--- config.mk ---
export PLATFORM = sky130hd
export DESIGN_NAME = sdram_arbit_flat
export DESIGN_NICKNAME = d
export VERILOG_FILES = /design/src/rtl/sdram_pkg.sv /design/src/rtl/sdram_arbit_if.sv /design/src/rtl/sdram_aref_timer.sv /design/src/rtl/sdram_arbit.sv /design/src/flat_wrapper.sv
export SDC_FILE = /design/constraint.sdc
export NUM_CORES = 1
export LEC_CHECK = 0
export CORE_MARGIN = 2
export CORE_UTILIZATION = 30
export DETAILED_ROUTE_END_ITERATION = 10
export GPL_TIMING_DRIVEN = 0
export HOLD_SLACK_MARGIN = 0.15
export PLACE_DENSITY_LB_ADDON = 0.15
export SYNTH_ARGS = -nofsm -noshare
export SYNTH_HDL_FRONTEND = slang
export SYNTH_SLANG_ARGS = --single-unit
--- constraint.sdc ---
create_clock -name sclk -period 1.8 [get_ports sclk]
set_input_delay 0.27 -clock sclk [delete_from_list [all_inputs] [get_ports sclk]]
set_output_delay 0.27 -clock sclk [all_outputs]
set_load 0.02 [all_outputs]
--- src/rtl/sdram_pkg.sv ---
// Shared definitions for the SDRAM command-bus sequencer: arbiter states,
// SDRAM command encodings {CS_n,RAS_n,CAS_n,WE_n} and the refresh interval.
package sdram_pkg;

  typedef enum logic [2:0] {
    ST_INIT,
    ST_ARBIT,
    ST_AREF,
    ST_WRITE,
    ST_READ
  } state_t;

  localparam logic [3:0] CMD_NOP        = 4'b0111;
  localparam logic [3:0] CMD_PRECHARGE  = 4'b0010;
  localparam logic [3:0] CMD_AUTO_REF   = 4'b0001;
  localparam logic [3:0] CMD_MRSET      = 4'b0000;
  localparam logic [3:0] CMD_ACTIVE     = 4'b0011;
  localparam logic [3:0] CMD_WRITE      = 4'b0100;
  localparam logic [3:0] CMD_READ       = 4'b0101;
  localparam logic [3:0] CMD_BURST_STOP = 4'b0110;

  // 15 us at 50 MHz
  localparam logic [9:0] CNT_REF = 10'd750;

endpackage

--- src/rtl/sdram_arbit_if.sv ---
// Source buses, grants and muxed SDRAM command port of the sequencer.
// slave = the arbiter, master = init/refresh/write/read controllers + pins.
interface sdram_arbit_if;
  logic        flag_init_end;
  logic [3:0]  init_cmd;
  logic [11:0] init_addr;
  logic [1:0]  init_bank;

  logic        aref_en;
  logic        aref_req;
  logic        flag_aref_end;
  logic [3:0]  aref_cmd;
  logic [11:0] aref_addr;

  logic        wr_req;
  logic        wr_en;
  logic        flag_wr_end;
  logic [3:0]  wr_cmd;
  logic [11:0] wr_addr;
  logic [1:0]  wr_bank;

  logic        rd_req;
  logic        rd_en;
  logic        flag_rd_end;
  logic [3:0]  rd_cmd;
  logic [11:0] rd_addr;
  logic [1:0]  rd_bank;

  logic [3:0]  sdram_cmd;
  logic [11:0] sdram_addr;
  logic [1:0]  sdram_bank;

  modport slave (
    input  flag_init_end, init_cmd, init_addr, init_bank,
    input  flag_aref_end, aref_cmd, aref_addr,
    input  wr_req, flag_wr_end, wr_cmd, wr_addr, wr_bank,
    input  rd_req, flag_rd_end, rd_cmd, rd_addr, rd_bank,
    output aref_en, aref_req, wr_en, rd_en,
    output sdram_cmd, sdram_addr, sdram_bank
  );

  modport master (
    output flag_init_end, init_cmd, init_addr, init_bank,
    output flag_aref_end, aref_cmd, aref_addr,
    output wr_req, flag_wr_end, wr_cmd, wr_addr, wr_bank,
    output rd_req, flag_rd_end, rd_cmd, rd_addr, rd_bank,
    input  aref_en, aref_req, wr_en, rd_en,
    input  sdram_cmd, sdram_addr, sdram_bank
  );
endinterface

--- src/rtl/sdram_aref_timer.sv ---
// Periodic refresh timer: free-runs once init is done and raises a
// non-queuing refresh request every CNT_REF cycles.
module sdram_aref_timer #(
  parameter logic [9:0] CNT_REF = sdram_pkg::CNT_REF
) (
  input  logic sclk,
  input  logic s_rst_n,
  input  logic i_run,
  input  logic i_clr,
  output logic o_aref_req
);

  logic [9:0] r_cnt_ref;
  logic       r_aref_req;
  logic       w_wrap;

  assign w_wrap = i_run && (r_cnt_ref == CNT_REF - 10'd1);

  always_ff @(posedge sclk or negedge s_rst_n) begin
    if (!s_rst_n) begin
      r_cnt_ref <= '0;
    end else if (!i_run || w_wrap) begin
      r_cnt_ref <= '0;
    end else begin
      r_cnt_ref <= r_cnt_ref + 10'd1;
    end
  end

  // A wrap coinciding with the clear must win, or that refresh would be lost.
  always_ff @(posedge sclk or negedge s_rst_n) begin
    if (!s_rst_n) begin
      r_aref_req <= 1'b0;
    end else if (w_wrap) begin
      r_aref_req <= 1'b1;
    end else if (i_clr) begin
      r_aref_req <= 1'b0;
    end
  end

  assign o_aref_req = r_aref_req;

endmodule

--- src/rtl/sdram_arbit.sv ---
// SDRAM command-bus sequencer: holds the bus for init, then grants it to
// refresh, write or read (fixed priority) and muxes the owner onto the pins.
module sdram_arbit #(
  parameter logic [9:0] CNT_REF = sdram_pkg::CNT_REF,
  parameter logic [3:0] NOP     = sdram_pkg::CMD_NOP
) (
  input  logic          sclk,
  input  logic          s_rst_n,
  sdram_arbit_if.slave  bus
);
  import sdram_pkg::*;

  state_t      r_state;
  state_t      w_next;
  logic        w_aref_req;
  logic        w_run;
  logic        w_clr;
  logic [3:0]  w_cmd;
  logic [11:0] w_addr;
  logic [1:0]  w_bank;

  assign w_run = (r_state != ST_INIT);
  assign w_clr = (r_state == ST_ARBIT) && w_aref_req;

  sdram_aref_timer #(
    .CNT_REF (CNT_REF)
  ) u_aref_timer (
    .sclk       (sclk),
    .s_rst_n    (s_rst_n),
    .i_run      (w_run),
    .i_clr      (w_clr),
    .o_aref_req (w_aref_req)
  );

  always_ff @(posedge sclk or negedge s_rst_n) begin
    if (!s_rst_n) begin
      r_state <= ST_INIT;
    end else begin
      r_state <= w_next;
    end
  end

  // Every owner returns to ARBIT, so one idle cycle always separates grants.
  always_comb begin
    w_next = r_state;
    case (r_state)
      ST_INIT:  if (bus.flag_init_end) w_next = ST_ARBIT;
      ST_ARBIT: begin
        if (w_aref_req)      w_next = ST_AREF;
        else if (bus.wr_req) w_next = ST_WRITE;
        else if (bus.rd_req) w_next = ST_READ;
      end
      ST_AREF:  if (bus.flag_aref_end) w_next = ST_ARBIT;
      ST_WRITE: if (bus.flag_wr_end)   w_next = ST_ARBIT;
      ST_READ:  if (bus.flag_rd_end)   w_next = ST_ARBIT;
      default:  w_next = ST_INIT;
    endcase
  end

  // NOP while reset is held, so the pins are quiet even though INIT muxes init_*.
  always_comb begin
    w_cmd  = NOP;
    w_addr = '0;
    w_bank = '0;
    if (s_rst_n) begin
      case (r_state)
        ST_INIT: begin
          w_cmd  = bus.init_cmd;
          w_addr = bus.init_addr;
          w_bank = bus.init_bank;
        end
        ST_AREF: begin
          w_cmd  = bus.aref_cmd;
          w_addr = bus.aref_addr;
        end
        ST_WRITE: begin
          w_cmd  = bus.wr_cmd;
          w_addr = bus.wr_addr;
          w_bank = bus.wr_bank;
        end
        ST_READ: begin
          w_cmd  = bus.rd_cmd;
          w_addr = bus.rd_addr;
          w_bank = bus.rd_bank;
        end
        default: begin
          w_cmd  = NOP;
          w_addr = '0;
          w_bank = '0;
        end
      endcase
    end
  end

  assign bus.aref_en    = (r_state == ST_AREF);
  assign bus.wr_en      = (r_state == ST_WRITE);
  assign bus.rd_en      = (r_state == ST_READ);
  assign bus.aref_req   = w_aref_req;
  assign bus.sdram_cmd  = w_cmd;
  assign bus.sdram_addr = w_addr;
  assign bus.sdram_bank = w_bank;

endmodule
--- src/flat_wrapper.sv ---
// flat-port wrapper written by rule: the top's interface ports become plain ports
module sdram_arbit_flat import sdram_pkg::*;
#(
  parameter logic [9:0] CNT_REF = sdram_pkg::CNT_REF,
  parameter logic [3:0] NOP     = sdram_pkg::CMD_NOP
)
  (sclk, s_rst_n, bus_flag_init_end, bus_init_cmd, bus_init_addr, bus_init_bank, bus_flag_aref_end, bus_aref_cmd, bus_aref_addr, bus_wr_req, bus_flag_wr_end, bus_wr_cmd, bus_wr_addr, bus_wr_bank, bus_rd_req, bus_flag_rd_end, bus_rd_cmd, bus_rd_addr, bus_rd_bank, bus_aref_en, bus_aref_req, bus_wr_en, bus_rd_en, bus_sdram_cmd, bus_sdram_addr, bus_sdram_bank);
  sdram_arbit_if bus_i ();
  input  logic sclk;
  input  logic s_rst_n;
  input wire logic [$bits(bus_i.flag_init_end)-1:0] bus_flag_init_end;
  input wire logic [$bits(bus_i.init_cmd)-1:0] bus_init_cmd;
  input wire logic [$bits(bus_i.init_addr)-1:0] bus_init_addr;
  input wire logic [$bits(bus_i.init_bank)-1:0] bus_init_bank;
  input wire logic [$bits(bus_i.flag_aref_end)-1:0] bus_flag_aref_end;
  input wire logic [$bits(bus_i.aref_cmd)-1:0] bus_aref_cmd;
  input wire logic [$bits(bus_i.aref_addr)-1:0] bus_aref_addr;
  input wire logic [$bits(bus_i.wr_req)-1:0] bus_wr_req;
  input wire logic [$bits(bus_i.flag_wr_end)-1:0] bus_flag_wr_end;
  input wire logic [$bits(bus_i.wr_cmd)-1:0] bus_wr_cmd;
  input wire logic [$bits(bus_i.wr_addr)-1:0] bus_wr_addr;
  input wire logic [$bits(bus_i.wr_bank)-1:0] bus_wr_bank;
  input wire logic [$bits(bus_i.rd_req)-1:0] bus_rd_req;
  input wire logic [$bits(bus_i.flag_rd_end)-1:0] bus_flag_rd_end;
  input wire logic [$bits(bus_i.rd_cmd)-1:0] bus_rd_cmd;
  input wire logic [$bits(bus_i.rd_addr)-1:0] bus_rd_addr;
  input wire logic [$bits(bus_i.rd_bank)-1:0] bus_rd_bank;
  output wire logic [$bits(bus_i.aref_en)-1:0] bus_aref_en;
  output wire logic [$bits(bus_i.aref_req)-1:0] bus_aref_req;
  output wire logic [$bits(bus_i.wr_en)-1:0] bus_wr_en;
  output wire logic [$bits(bus_i.rd_en)-1:0] bus_rd_en;
  output wire logic [$bits(bus_i.sdram_cmd)-1:0] bus_sdram_cmd;
  output wire logic [$bits(bus_i.sdram_addr)-1:0] bus_sdram_addr;
  output wire logic [$bits(bus_i.sdram_bank)-1:0] bus_sdram_bank;
  assign bus_i.flag_init_end = bus_flag_init_end;
  assign bus_i.init_cmd = bus_init_cmd;
  assign bus_i.init_addr = bus_init_addr;
  assign bus_i.init_bank = bus_init_bank;
  assign bus_i.flag_aref_end = bus_flag_aref_end;
  assign bus_i.aref_cmd = bus_aref_cmd;
  assign bus_i.aref_addr = bus_aref_addr;
  assign bus_i.wr_req = bus_wr_req;
  assign bus_i.flag_wr_end = bus_flag_wr_end;
  assign bus_i.wr_cmd = bus_wr_cmd;
  assign bus_i.wr_addr = bus_wr_addr;
  assign bus_i.wr_bank = bus_wr_bank;
  assign bus_i.rd_req = bus_rd_req;
  assign bus_i.flag_rd_end = bus_flag_rd_end;
  assign bus_i.rd_cmd = bus_rd_cmd;
  assign bus_i.rd_addr = bus_rd_addr;
  assign bus_i.rd_bank = bus_rd_bank;
  assign bus_aref_en = bus_i.aref_en;
  assign bus_aref_req = bus_i.aref_req;
  assign bus_wr_en = bus_i.wr_en;
  assign bus_rd_en = bus_i.rd_en;
  assign bus_sdram_cmd = bus_i.sdram_cmd;
  assign bus_sdram_addr = bus_i.sdram_addr;
  assign bus_sdram_bank = bus_i.sdram_bank;
  sdram_arbit #(.CNT_REF(CNT_REF), .NOP(NOP)) u_core (.sclk(sclk), .s_rst_n(s_rst_n), .bus(bus_i));
endmodule
==> impl_metrics.toml, run 1 <==
[status]
status = "finished, violations left"
violations = "setup timing"

[routing]
first_pass_iters = 4
finalWirelength_mm = 5.68
drt.antenna.violating_nets = 0
met2_wirelength_mm = 2.68
drt_iter0_drc = 70
via_count = 1772
met3_length_um = 436
via_per_inst = 5.21
drc = 0
highest_layer = "met4"
wl_met1_mm = 2.45
routedWlPerCell_um = 16.7

[sta]
max_freq_mhz = 526
hold_violations = 0
hold_slack_ps = 546
maxSlewViolCount = 0
period_minus_slack_ps = 1900
slew_headroom_pct = 59.2
setup_viol = 15
setup_slack_ps = -101
finalCritPeriodShare_pct = 106
fin_tns_setup_ps = -793
tightest_slew_ps = 610
final.setup_skew_ps = 4.55
rsz0062_at_grt = "true"

[floorplanning]
pin_count = 100
die_area_um2 = 5110
fp.coreArea_um2 = 4350
dieHeight_um = 71.5
die_width_um = 71.5
start_util_pct = 31.4
rows = 24

[synth]
synth.distinct_cells = 45
avgSynthCellArea_um2 = 8.08
ys_seq_area_share_pct = 25.7
synthCells = 169
synth-edff-count = 0
synthFlopType = "dfrtp_1"
yosys_warnings = 0
ys_ff_latch = 14
syn_nets = 249
netlist_area_um2 = 1370
async_flop_share_pct = 100

[placed_design]
dp_slack_ps = -1170
gp_congestion = 0.770
dp_hpwl_mm = 4.07
placed_cells = 320
io_buffers = 99

[finish]
diodes = 0
syn_to_final_growth_pct = 110
final_nets = 370
drive_gt1_share_pct = 36.5
fin_cells = 340

[grt]
grt_max_degree = 15
gr-usage-all-layers_pct = 21.2
antenna_found_initial = 0
overflow = 0
grt_pass1_vias = 1673
grt_first_pass_wirelength_mm = 8.60

[hold_path]
hold_class = "flop to flop"
hold_start = "u_core.u_aref_timer.r_cnt_ref[6]$_DFF_PN0_"

[pwr]
worst_ir_drop_vdd_v = 0.000737
p_sw_share_pct = 43.9
p_seq_share_pct = 15.0
power_density_nw_per_um2 = 1130
leakagePower_nw = 1.10
net-switching-power_mw = 1.41
pwr-share-clk_pct = 8.1
total_power_mw = 3.22
comb_power_share_pct = 76.9
p_int_mw = 1.81

[critical_path]
cp.required_ps = 1530
cp_cell_sequence = "buf_8, mux2_4, a22oi_2, a21oi_2, buf_4"
cp_max_fo = 10
r2r-start = "u_core.u_aref_timer.r_cnt_ref[1]$_DFF_PN0_"
worst-path-buf-inv = 2
setup.worst_path.start = "u_core.r_state[1]$_DFFE_PN0P_"
slowest_stage = "dfrtp_2"
path_delay_family = "flip-flops"
start_kind = "flop"
max_stage_delay_ps = 450
crit_type = "flop to output port"
endpoint_kind = "output port"
cp.arrival_ps = 1630

[flow_run]
cap_violations = 0

[clocking]
path_clk_slew_ps = 60
cts.sinks = 14
cts_inserted_buffers = 3
clk_path_buf_depth = 2
cts_tree = "built"
clock_latency_ps = 250
cts_root_buf = "clkbuf_8"
htree_levels = 1
[per-stage QoR]
step	instance area (µm²)	utilization (%)
3_5_place_dp	2420	55.6
5_1_grt	2860	65.7
2_1_floorplan	1370	-
4_1_cts	2680	61.4
3_3_place_gp	2420	55.6
6_report	2860	65.7
[worst paths after layout]
check | slack [ps] | endpoint | depth (start not counted)
max | -100 | bus_sdram_addr[4] | 5
min | 550 | u_core.u_aref_timer.r_cnt_ref[6]$_DFF_PN0_ | 1
max reg2reg | 230 | u_core.u_aref_timer.r_cnt_ref[2]$_DFF_PN0_ | 5
min reg2reg | 550 | u_core.u_aref_timer.r_cnt_ref[6]$_DFF_PN0_ | 1
max in group asynchronous | 590 | u_core.r_state[1]$_DFFE_PN0P_ | 2
min in group asynchronous | 780 | u_core.u_aref_timer.r_cnt_ref[1]$_DFF_PN0_ | 2
[power by group through the flow]
stage	logic [mW]	clock network, mW	registers (mW)
2_1_floorplan	1.10	0	0.460
3_3_place_gp	1.76	0	0.478
3_5_place_dp	1.76	0	0.482
4_1_cts	2.18	0.267	0.482
5_1_grt	2.66	0.279	0.491
6_report	2.48	0.262	0.482
[cell type report]
type / count / area, µm²
tap: 52 / 65.1
clock buffer: 3 / 41.3
inverter: 4 / 15.0
sequential: 14 / 353
multi-input combinational: 139 / 1110
buffer: 11 / 129
timing repair buffer: 117 / 1150
fill: 365 / 1490
[cells by family (layout without fill, tap and decap cells)]
| kind of cell | Yosys count | in the layout | share of synthesized area (%) |
|---|---|---|---|
| compound gates | 60 | 60 | 27.9 |
| simple gates | 58 | 58 | 24.2 |
| buf+inv | 16 | 135 | 5.68 |
| mux | 15 | 15 | 12.2 |
| flops | 14 | 14 | 25.7 |
| xor+xnor | 4 | 4 | 2.57 |
| fa+ha+maj | 2 | 2 | 1.83 |
[per-layer routing]
| layer | up-vias | global-route usage [%] |
|---|---|---|
| met5 | - | 0 |
| met4 | 0 | 6.92 |
| met3 | 11 | 4.50 |
| met2 | 69 | 34.7 |
| met1 | 820 | 27.8 |
| li1 | 872 | - |
[repair_timing]
action	in CTS	in global routing
endpoints found under the setup margin	21	20
gates resized for setup	145	43
pin swaps	4	9
hold buffers	1	0
gates cloned	1	1
buffers inserted	12	3
endpoints found under the hold margin	14	0
[sequential cells by signal, summed over array words and instances (netlist names)]
register,cells
u_core.u_aref_timer.o_aref_req,1
u_core.r_state,3
u_core.u_aref_timer.r_cnt_ref,10
[worst register-to-register path: cells and delay by family (launching register included)]
family                     cells  cell delay [ps]
buffers and inverters          1               80
AOI/OAI and AO/OA              1              450
and+or+nand+nor                2              330
DFF                            1              440
adders and majority gates      1              130
[layout by cell type (no fill, tap or decap), types with 2 or more instances in the layout]
cell and instances:
dfrtp_1 12, buf_6 23, mux2i_1 2, xor2_1 3, and3_1 2, nand2_1 5
nand3_1 17, clkdlybuf4s15_2 3, o21ai_1 2, nor2_4 2, buf_8 3, a21oi_2 11
and2_4 2, ha_1 2, o2bb2ai_1 2, and2_1 2, a31oi_1 2, a21oi_1 11
clkdlybuf4s50_1 77, buf_4 19, mux2_2 11, mux2_4 2, clkbuf_8 3, o21ai_0 7
inv_1 3, a22oi_2 11, a22oi_1 3, nor2_1 13, dfrtp_2 2, nor3_4 2
[synth_stat cells (all sizes together), types with 3 or more instances]
| library cell | instances | share of area (%) |
|---|---|---|
| buf | 10 | 4.0 |
| mux2 | 13 | 11 |
| nand3 | 18 | 7.0 |
| a21oi | 22 | 8.1 |
| nor2 | 15 | 4.1 |
| inv | 4 | 1.1 |
| nor3b | 3 | 2.5 |
| and2 | 4 | 2.0 |
| nand2 | 6 | 1.6 |
| a22oi | 14 | 7.7 |
| xor2 | 3 | 1.9 |
| o21ai | 10 | 3.7 |
| dfrtp | 14 | 26 |
(Power assumes the default switching activity.)
==> run 2, diff against run 1 <==
Settings changed: CORE_UTILIZATION 30 to 55, DONT_BUFFER_PORTS set to 1.
==> run 2 against run 1 <==
  * The run still ends with setup timing left
  * Core utilization is 17 points higher
  * Clock power is 32% lower
  * Worst setup slack worse by 22 ps
  * Routed wire length shrank 9.6%
  * Clock skew is 9.1 ps higher
  * Die area fell by 43%
  * Combinational power fell by 4%
  * Register-to-register slack is essentially flat
  * Critical endpoint is now bus_sdram_cmd[0]
  * Largest cell class is now multi-input combinational cells
==> impl_metrics.toml, run 2 (synthesis gave the netlist of run 1 again) <==
[floorplanning]
rows = 18
die_width_um = 53.8
die_area_um2 = 2900
pin_count = 100
fp.coreArea_um2 = 2410
start_util_pct = 56.6
dieHeight_um = 53.8

[finish]
drive_gt1_share_pct = 50.3
fin_area_um2 = 2000
final_util_pct = 82.8
fin_cells = 225
final_nets = 277
layout_common_cells = "buf_4, nand3_1"
layout_commonest_cell = "buf_4"
syn_to_final_growth_pct = 46.2
fillers = 147
diodes = 0
top_register = "u_core.u_aref_timer.r_cnt_ref"
largest_reg_flops = 10

[critical_path]
crit_type = "flop to output port"
ff2ff_setup_slack_ps = 230
start_kind = "flop"
slowest_stage = "dfrtp_2"
cp.arrival_ps = 1650
endpoint_kind = "output port"
worst-path-buf-inv = 1
cp.required_ps = 1530
cp_max_fo = 5
max_stage_delay_ps = 470
path_delay_family = "compound AO/OA/AOI/OAI gates"
cp_cell_sequence = "nor3b_4, buf_6, a22o_1, a211o_1"

[pwr]
power_density_nw_per_um2 = 1520
leakagePower_nw = 0.717
p_int_mw = 1.52
pwr-share-clk_pct = 5.9
comb_power_share_pct = 78.1
net-switching-power_mw = 1.51
total_power_mw = 3.03
p_seq_share_pct = 16.0
worst_ir_drop_vdd_v = 0.00113
p_sw_share_pct = 49.7

[status]
violations = "setup timing"
status = "finished, violations left"

[sta]
setup_slack_ps = -123
rsz0062_at_grt = "true"
maxSlewViolCount = 0
slew_headroom_pct = 57.2
final.setup_skew_ps = 13.7
finalCritPeriodShare_pct = 107
setup_viol = 17
hold_violations = 0
max_freq_mhz = 520
tightest_slew_ps = 640
hold_slack_ps = 211
fin_tns_setup_ps = -1290
period_minus_slack_ps = 1920

[clocking]
cts_inserted_buffers = 3
cts.sinks = 14
path_clk_slew_ps = 70
cts_tree = "built"
cts_root_buf = "clkbuf_4"
clk_path_buf_depth = 2
htree_levels = 1
clock_latency_ps = 290

[routing]
drt_iter0_drc = 64
met2_wirelength_mm = 2.68
finalWirelength_mm = 5.13
drt.antenna.violating_nets = 0
first_pass_iters = 5
via_per_inst = 7.08
met3_length_um = 459
drc = 0
wl_met1_mm = 1.77
via_count = 1593
routedWlPerCell_um = 22.8
highest_layer = "met4"

[grt]
antenna_found_initial = 0
grt_pass1_vias = 1425
grt_max_degree = 15
overflow = 0
gr-usage-all-layers_pct = 31.4
grt_first_pass_wirelength_mm = 6.49

[placed_design]
dp_hpwl_mm = 2.77
io_buffers = 0
gp_congestion = 0.737
dp_slack_ps = -123
placed_cells = 199
placed_area_um2 = 1400

[flow_run]
cap_violations = 0

[hold_path]
hold_class = "input pin to flop"
-- run 2: cell type report --
cell class | instances | area (µm²) | area share, %
multi-input cells | 139 | 1230 | 61.8
flip-flops and latches | 14 | 353 | 17.7
repair buffers | 23 | 206 | 10.3
plain buffers | 12 | 128 | 6.39
well taps | 30 | 37.5 | 1.88
clock buffers | 3 | 22.5 | 1.13
inverters | 4 | 15.0 | 0.752
-- run 2: worst register-to-register path, stage by stage (launching register included) --
cell	delay, ps
dfrtp_1	440
inv_1	80
ha_1	140
nand4_1	230
o21bai_1	450
nor2_1	100
-- run 2: layer usage --
metal | up-vias | global-route usage (%)
li1 | 691 | -
met3 | 24 | 8.06
met2 | 135 | 56.3
met4 | 0 | 15.8
met1 | 743 | 33.7
met5 | - | 0
-- run 2: power by group through the flow --
stage          registers, mW  clock network [mW]  logic (mW)
2_1_floorplan          0.460                   0        1.10
3_3_place_gp           0.473                   0        1.26
3_5_place_dp           0.477                   0        1.29
4_1_cts                0.478               0.179        1.95
5_1_grt                0.497               0.189        2.51
6_report               0.484               0.178        2.37
-- run 2: path summary, 6_finish.rpt --
kind	startpoint	to	cells past startpoint
worst max-delay path	u_core.r_state[1]$_DFFE_PN0P_	bus_sdram_cmd[0]	4
worst min-delay path	bus_flag_init_end	u_core.r_state[0]$_DFFE_PN0P_	2
worst max register to register	u_core.u_aref_timer.r_cnt_ref[1]$_DFF_PN0_	u_core.u_aref_timer.r_cnt_ref[2]$_DFF_PN0_	5
worst min register to register	u_core.u_aref_timer.r_cnt_ref[3]$_DFF_PN0_	u_core.u_aref_timer.r_cnt_ref[3]$_DFF_PN0_	2
max in group asynchronous	s_rst_n	u_core.r_state[1]$_DFFE_PN0P_	1
min in group asynchronous	s_rst_n	u_core.u_aref_timer.r_cnt_ref[8]$_DFF_PN0_	1
-- run 2: repair_timing --
item | in CTS | in global routing
endpoints found under the hold margin | 15 | 0
hold buffers | 2 | 0
setup buffers | 10 | 9
setup endpoints to repair | 19 | 19
gates cloned | 1 | 1
gates resized for setup | 72 | 20
pin swaps | 6 | 20
==> run 3, diff against run 2 <==
Settings changed: GPL_TIMING_DRIVEN 0 to unset.
==> run 3 against run 2 <==
  * The flow still finishes with violations (setup timing)
  * Final cell count is 0.89% higher
  * Clock skew is 12 ps lower
  * Critical path depth up 1
  * Die area is the same
  * Critical endpoint is now bus_sdram_addr[6]
  * Largest cell class unchanged
  * Largest power group unchanged
==> impl_metrics.toml, run 3 (synthesis gave the netlist of run 1 again) <==
[sta]
fin_tns_setup_ps = -2000
finalCritPeriodShare_pct = 111
maxSlewViolCount = 0
tightest_slew_ps = 641
period_minus_slack_ps = 1990
rsz0062_at_grt = "true"
setup_viol = 18
final.setup_skew_ps = 1.30
hold_violations = 0
slew_headroom_pct = 57.1
hold_slack_ps = 211
setup_slack_ps = -191
max_freq_mhz = 502

[clocking]
cts_inserted_buffers = 3
htree_levels = 1
path_clk_slew_ps = 70
cts_tree = "built"
cts.sinks = 14
clk_path_buf_depth = 2
clock_latency_ps = 280
cts_root_buf = "clkbuf_4"

[routing]
drc = 0
drt_iter0_drc = 28
via_count = 1544
routedWlPerCell_um = 20.5
drt.antenna.violating_nets = 0
first_pass_iters = 4
finalWirelength_mm = 4.65
via_per_inst = 6.80

[finish]
syn_to_final_growth_pct = 39.6
layout_common_cells = "buf_4, nand3_1"
layout_commonest_cell = "buf_4"
fillers = 148
fin_area_um2 = 1910
final_util_pct = 79.1
top_register = "u_core.u_aref_timer.r_cnt_ref"
drive_gt1_share_pct = 45.2
final_nets = 279
largest_reg_flops = 10
diodes = 0

[placed_design]
io_buffers = 0
placed_area_um2 = 1580
gp_congestion = 0.755
dp_hpwl_mm = 2.94

[status]
violations = "setup timing"
status = "finished, violations left"

[pwr]
leakagePower_nw = 0.760
power_density_nw_per_um2 = 1460
worst_ir_drop_vdd_v = 0.000968
total_power_mw = 2.77

[floorplanning]
rows = 18
pin_count = 100
start_util_pct = 56.6
dieHeight_um = 53.8
die_width_um = 53.8
die_area_um2 = 2900
fp.coreArea_um2 = 2410

[critical_path]
endpoint_kind = "output port"
cp_max_fo = 6
cp.required_ps = 1530
rr_worst_depth = 5
crit_type = "flop to output port"
r2r_end = "u_core.u_aref_timer.r_cnt_ref[2]$_DFF_PN0_"
start_kind = "flop"
crit_end = "bus_sdram_addr[6]"
ff2ff_setup_slack_ps = 350
cp.arrival_ps = 1720
r2r-start = "u_core.r_state[1]$_DFFE_PN0P_"
setup.worst_path.start = "u_core.r_state[1]$_DFFE_PN0P_"

[grt]
grt_max_degree = 15
gr-usage-all-layers_pct = 27.9
grt_first_pass_wirelength_mm = 5.91
grt_pass1_vias = 1367
overflow = 0
antenna_found_initial = 0

[hold_path]
hold_class = "input pin to flop"

[flow_run]
cap_violations = 0
[run 3: changes by cell type in the layout (fill, tap and decap cells not counted), moves of 3 or more]
cell	before	now
a21oi_2	0	9
mux2_4	0	13
buf_4	19	23
mux2_2	13	0
a21oi_4	13	0
and2_4	4	1
a21oi_1	9	13
[run 3: final cells by class]
type                       instances  area, µm²  share of cell area [%]
sequential                        14        353                    18.5
inverter                           4       15.0                   0.788
clock buffer                       3       22.5                    1.18
multi-input combinational        139       1120                    59.0
tap                               30       37.5                    1.97
timing repair buffer              37        353                    18.5
[run 3: how the worst min path moves through the flow]
stage | startpoint | end | slack, ps | cells after the start
2_1_floorplan | s_rst_n | u_core.r_state[0]$_DFFE_PN0P_ | -30 | 0
3_3_place_gp | s_rst_n | u_core.u_aref_timer.o_aref_req$_DFFE_PN0P_ | -20 | 0
3_5_place_dp | s_rst_n | u_core.u_aref_timer.o_aref_req$_DFFE_PN0P_ | -30 | 0
4_1_cts | bus_flag_init_end | u_core.r_state[0]$_DFFE_PN0P_ | 210 | 2
5_1_grt | bus_flag_init_end | u_core.r_state[0]$_DFFE_PN0P_ | 220 | 2
6_report | bus_flag_init_end | u_core.r_state[0]$_DFFE_PN0P_ | 210 | 2
[run 3: report_power, final]
group | internal (mW) | switching (mW)
Combinational | 0.984 | 1.12
Sequential | 0.387 | 0.107
Clock | 0.0777 | 0.0936
Total | 1.45 | 1.32
[run 3: metal layers]
layer	vias up	global-route usage [%]	routed length [µm]
li1	690	-	-
met1	758	30.2	1730
met2	81	51.6	2450
met3	15	4.17	340
met4	0	14.5	121
met5	-	0	0
[run 3: stage by stage]
step | instances | worst slack, ps
6_report | 227 | -191
2_1_floorplan | 169 | 81.7
3_3_place_gp | 217 | 197
5_1_grt | 227 | -253
3_5_place_dp | 217 | 140
4_1_cts | 225 | -105
[run 3: timing repair]
action / CTS / global route
pin swaps: 26 / 25
resized for setup: 35 / 28
cloned: 1 / 2
endpoints found under the setup margin: 18 / 20
hold buffers: 2 / 0
hold endpoints to repair: 15 / 0
buffers inserted: 2 / 0
[run 3: critical path, stage by stage, from the launching register on]
cell     delay [ps]
dfrtp_2         480
nor3b_4         330
buf_6           180
a22oi_2          70
a21oi_1         180
buf_4           180
